### config.mk
export PLATFORM = sky130hd
export DESIGN_NAME = div_seq_ctrl
export DESIGN_NICKNAME = d
export VERILOG_FILES = /design/src/rtl/div_seq_ctrl.sv
export SDC_FILE = /design/constraint.sdc
export NUM_CORES = 1
export LEC_CHECK = 0
export BUFFER_PORTS_ARGS = -buffer_cell sky130_fd_sc_hd__buf_4
export CORE_MARGIN = 2
export CORE_UTILIZATION = 40
export DETAILED_ROUTE_END_ITERATION = 8
export PLACE_DENSITY = 0.61
export SYNTH_ARGS = -nofsm -noshare
export SYNTH_HDL_FRONTEND = slang
export SYNTH_SLANG_ARGS = --single-unit
### constraint.sdc
create_clock -name clk -period 2.8 [get_ports clk]
set_input_delay 0.14 -clock clk [delete_from_list [all_inputs] [get_ports clk]]
set_output_delay 0.14 -clock clk [all_outputs]
set_load 0.005 [all_outputs]
### src/rtl/div_seq_ctrl.sv
// Sequential restoring divider controller: latches operands on start, then
// produces one quotient bit per clock and reports busy, done and divide-by-zero.
module div_seq_ctrl #(
  parameter int WIDTH = 5
) (
  input  logic             clk,
  input  logic             rst_n,
  input  logic             start,
  input  logic [WIDTH-1:0] dividend,
  input  logic [WIDTH-1:0] divisor,
  output logic             busy,
  output logic             done,
  output logic [WIDTH-1:0] quotient,
  output logic [WIDTH-1:0] remainder,
  output logic             div_by_zero
);

  localparam int CW = $clog2(WIDTH + 1);

  typedef enum logic [0:0] {
    IDLE = 1'b0,
    RUN  = 1'b1
  } state_t;

  state_t           state_r;
  logic [WIDTH:0]   r_r;
  logic [WIDTH-1:0] q_r;
  logic [WIDTH-1:0] d_r;
  logic [CW-1:0]    cnt_r;

  logic [WIDTH+1:0] t_s;
  logic             borrow_s;
  logic [WIDTH:0]   r_next_s;
  logic [WIDTH-1:0] q_next_s;

  // One restoring iteration; r_r stays below the divisor, so {r_r, msb} equals the shifted remainder.
  always_comb begin
    t_s      = {r_r, q_r[WIDTH-1]} - {2'b00, d_r};
    borrow_s = t_s[WIDTH+1];
    if (borrow_s) begin
      r_next_s = {r_r[WIDTH-1:0], q_r[WIDTH-1]};
    end else begin
      r_next_s = t_s[WIDTH:0];
    end
    q_next_s = {q_r[WIDTH-2:0], ~borrow_s};
  end

  // Control FSM with registered status and result outputs.
  always_ff @(posedge clk or negedge rst_n) begin
    if (!rst_n) begin
      state_r     <= IDLE;
      r_r         <= '0;
      q_r         <= '0;
      d_r         <= '0;
      cnt_r       <= '0;
      busy        <= 1'b0;
      done        <= 1'b0;
      quotient    <= '0;
      remainder   <= '0;
      div_by_zero <= 1'b0;
    end else begin
      done <= 1'b0;
      case (state_r)
        IDLE: begin
          if (start) begin
            if (divisor != '0) begin
              r_r         <= '0;
              q_r         <= dividend;
              d_r         <= divisor;
              cnt_r       <= CW'(WIDTH);
              div_by_zero <= 1'b0;
              busy        <= 1'b1;
              state_r     <= RUN;
            end else begin
              done        <= 1'b1;
              div_by_zero <= 1'b1;
              quotient    <= {WIDTH{1'b1}};
              remainder   <= dividend;
            end
          end else begin
            busy <= 1'b0;
          end
        end
        RUN: begin
          r_r   <= r_next_s;
          q_r   <= q_next_s;
          cnt_r <= cnt_r - CW'(1);
          // Results come from this edge's iteration, not the stale registers.
          if (cnt_r == CW'(1)) begin
            quotient  <= q_next_s;
            remainder <= r_next_s[WIDTH-1:0];
            done      <= 1'b1;
            busy      <= 1'b0;
            state_r   <= IDLE;
          end else begin
            busy <= 1'b1;
          end
        end
        default: begin
          busy    <= 1'b0;
          state_r <= IDLE;
        end
      endcase
    end
  end

endmodule
== Word level (Yosys, flattened, before mapping) ==
Cells that the tools add are included.
Storage, ports and cells
  register bits after elaboration: 33
  input port bits: 13
  output and inout port bits: 13
  word-level logic and storage cells: 54
Operators by class
  add/subtract/negate cells: 2
  equality and inequality tests: 6
  multiplexer cells: 29
  bitwise operators: 2
  reduce and logical (&&, ||, !) cells: 5
Operators with widths (number)
  $mux 5: 8
  $pmux 5 s2: 3
  $mux 6: 3
  $pmux 6 s2: 1
  $mux 1: 8
  $sub 7x5->7: 1
  $mux 3: 2
  $ne 2x2->1 const B: 3
  $pmux 1 s2: 3
  $pmux 3 s2: 1
  $reduce_and 3->1: 2
  $reduce_bool 5->1: 1
  $reduce_and 2->1: 2
  $eq 3x1->1 const B: 1
  $ne 3x3->1 const B: 1
  $sub 3x1->3 const B: 1
  $ne 2x1->1 const B: 1
  $not 1->1: 2

== Longest topological paths before layout ==
  depth after elaboration: 4
  mapped depth: 10
  mapped depth without buffers: 9

== Worst setup path before layout ==
No wires, ideal clock.
  path type: register to register
  from: register q_r[4]
  to: register r_r[0]
  library setup time: 0.122 ns
  arrival: 2.178 ns
  data required time: 2.678 ns
  setup slack: 0.500 ns
  cell stages (with the launch flop): 11
  path buffers: 1
  period minus slack after synthesis: 2.300 ns
  cells stage by stage: dfrtp_1 -> inv_1 -> ha_1 -> inv_1 -> fa_1 -> a211oi_2 -> o21ai_1 -> xor2_1 -> buf_2 -> or2_2 -> a32o_1
Between the ends
  word-level cells in the longest chain between the ends: 3
Ends and longest elaborated chain
  start: declaration: RTL line 27  | logic [WIDTH-1:0] q_r;
  start signal: assignment: RTL line 68  | q_r <= dividend;
  start signal: assignment: RTL line 86  | q_r <= q_next_s;
  $sub 7x5->7: RTL line 38  | t_s = {r_r, q_r[WIDTH-1]} - {2'b00, d_r};
  $mux 6 (*): RTL line 40  | if (borrow_s) begin
  $pmux 6 s2 (*): RTL line 63  | case (state_r)
  end signal: assignment: RTL line 85  | r_r <= r_next_s;
  end: declaration: RTL line 26  | logic [WIDTH:0] r_r;
Mark *: on every way between the ends. The rest lies on a longest branch, timed or not.
A chain may end at the register's enable or synchronous reset.

== Worst setup path after layout ==
  from: register q_r[4]
  to: register remainder[1]
Between the ends
  word-level cells in the longest chain between the ends: 4
Ends and longest elaborated chain
  $sub 7x5->7: RTL line 38
  $mux 6: RTL line 40
  $mux 5: RTL line 89  | if (cnt_r == CW'(1)) begin
  $pmux 5 s2: RTL line 63
  end signal: assignment: RTL line 78  | remainder <= dividend;
  end signal: assignment: RTL line 91  | remainder <= r_next_s[WIDTH-1:0];
  end: declaration: RTL line 14  | output logic [WIDTH-1:0] remainder,
Every way passes these cells. The select of a mux whose other input is x is not followed.

==> reports/results.ini <==
[drt]
drc=0
wl_per_cell_um=14.82
drtIter0Drc=72
dr.pass1.iters=4
vias=1336
ant_nets=0
totalWireLength_mm=3.721
viasPerCell=5.323

[clocking]
cts_buffer_depth=2
clk_pin_slew_ps=60
cts_resized=0
cts.sinks=33
h-tree-depth=2
insertion_delay_ps=280
root_buffer=clkbuf_8
cts_tree=built
cts_buffers=5

[setup_path]
critical_path_arrival_ps=2760
crit_type=reg2reg
critPathRequiredTime_ps=2970
endpoint_kind=flip-flop
path_max_fanout=6
worstSetupStartpointType=flip-flop

[logic_synthesis]
syn_area_um2=1722
synth_nets=190
syn_avg_cell_area_um2=10.19
synth.ff_latch_count=33
ys_warn_count=0
async_flop_share_pct=100.0
syn-instance-count=169
synth_edf_count=0
synth-main-ff-cell=dfrtp_1
synth_cell_types=45
yosysSeqAreaShare_pct=47.97

[global_routing]
grt-ovfl-total=0
grt_max_degree=34
track_usage_pct=16.93
grt_pass1_vias=1335
antenna_found_initial=0
grt_first_pass_wirelength_mm=6.417

[place]
hpwl_mm=2.765
portBuffers=25
dp_cells=242
place_congestion=0.8731

[power]
p_int_w=0.001589
ir_drop_mv=0.5280
combPwrFrac_pct=54.1
p_seq_share_pct=33.2
power_density_nw_per_um2=1301
power.switching_w=0.001084
p_leak_nw=0.9499
clkPwrFrac_pct=12.6
switching_share_pct=40.54

[final_layout]
final_nets=221
layout_commonest_cell=dfrtp_1
diodes=0
synthToLayoutAreaGrowth_pct=19.33
final_cells=251
layout_common_cells=dfrtp_1 (33), buf_4 (29), nand2_1 (22)
layout-drive-gt1-share_pct=27.36

[timing]
finalClockSkew_ps=2.305
tns_ps=0
hold_viol_final=0
setup_viol=0
slew_headroom_pct=55.01
tightest_slew_ps=667.8
max_clock_freq_mhz=386.3
fin_crit_sh_pct=92.45
finalCriticalPeriod_ps=2589
slew_viol_final=0
rsz0062_at_grt=false

[run_status]
status=finished, final reports clean

[floorplanning]
die_width_um=69.61
die_y_um=69.61
core_area_um2=4058
die_area_um2=4845
rows=23
start_util_pct=42.43
ioPinCount=26

[hold_path]
hold_class=in2reg

[flow_run]
maxCapViolations=0

## what timing repair did
action,in CTS,in global routing
hold buffers,1,0
setup buffers,0,0
endpoints found under the hold margin,33,0
setup endpoints to repair,0,0
## cells by family (layout without fill, tap and decap cells)
family	count (synthesis)	count (layout)	synth area share, %
adder cells (fa/ha/maj)	8	8	6.250
XOR/XNOR	5	5	2.544
flip-flops	33	33	47.97
AO/OA/AOI/OAI	47	47	19.33
AND/OR/NAND/NOR	50	50	14.03
multiplexers	8	8	5.087
buffers and inverters	18	50	4.796
## per-layer routing
layer	vias to the layer above	part of all wire [%]	GRT usage, %
li1	655	-	-
met1	627	47	21.37
met2	47	45	27.24
met3	7	6.7	5.087
met4	0	1.5	6.536
met5	-	0	0
## critical path, stage by stage, from the launching register on
cell,delay [ps]
dfrtp_1,380
inv_1,80
ha_1,160
inv_1,50
fa_1,420
a211oi_2,260
o21ai_1,120
xor2_1,430
mux2_2,410
a21o_1,180
## area by class of cell
class | count | area, um^2
Clock buffer | 8 | 80.08
Fill cell | 370 | 2003
Inverter | 12 | 45.04
Tap cell | 50 | 62.56
Sequential cell | 33 | 825.8
Multi-Input combinational cell | 118 | 813.3
Timing Repair Buffer | 30 | 227.7
## synthesized netlist by cell type (3+ instances only)
master,count,area [um^2]
a21oi_2,5,43.79
o21ai_0,8,40.04
nand3_1,4,20.02
nor2_1,12,45.04
inv_1,11,41.29
xor2_1,3,26.28
mux2_2,6,67.56
nand2_1,22,82.58
a21oi_1,7,35.03
buf_2,3,15.01
ha_1,7,87.58
dfrtp_1,33,825.8
a31oi_1,4,25.02
a21o_1,3,22.52
## worst paths after layout
check                                        startpoint                  endpoint  slack (ps)  cells after the start
worst min register to register  div_by_zero$_DFFE_PN0P_   div_by_zero$_DFFE_PN0P_         490                      1
max in group asynchronous                         rst_n          busy$_DFFE_PN0P_        2170                      2
worst min-delay path                         divisor[3]        d_r[3]$_DFFE_PN0P_         100                      2
worst max-delay path                 q_r[4]$_DFFE_PN0P_  remainder[1]$_DFFE_PN0P_         210                      9
worst max register to register       q_r[4]$_DFFE_PN0P_  remainder[1]$_DFFE_PN0P_         210                      9
min in group asynchronous                         rst_n        r_r[4]$_DFFE_PN0P_         330                      2
## flip-flops by register name, summed over array words and instances, names as in the netlist
name         cells
q_r              5
r_r              6
done             1
d_r              5
busy             1
state_r          1
quotient         5
cnt_r            3
div_by_zero      1
remainder        5
## power groups by stage
stage	sequential, W	clock (W)	combinational (W)
final	0.000888	0.000338	0.00145
after global routing	0.000921	0.000372	0.00163
after CTS	0.000888	0.000351	0.00146
after detailed placement	0.000894	0	0.00146
after global placement	0.000882	0	0.00141
after floorplan	0.000849	0	0.00108
## through the flow
stage | cell area, um^2 | utilization [%] | setup WS, ps | hold slack, ps | power, W
finish | 2054 | 50.63 | 211.5 | 102.3 | 0.002673
global route | 2054 | 50.63 | 87.21 | 98.38 | 0.002925
CTS | 2054 | 50.63 | 228.3 | 96.40 | 0.002697
detailed placement | 1964 | 48.41 | 252.2 | 118.6 | 0.002349
global placement | 1964 | 48.41 | 325.4 | 108.9 | 0.002293
floorplan | 1722 | - | 500.1 | -155.6 | 0.001926
Power figures use the tool's default switching activity.
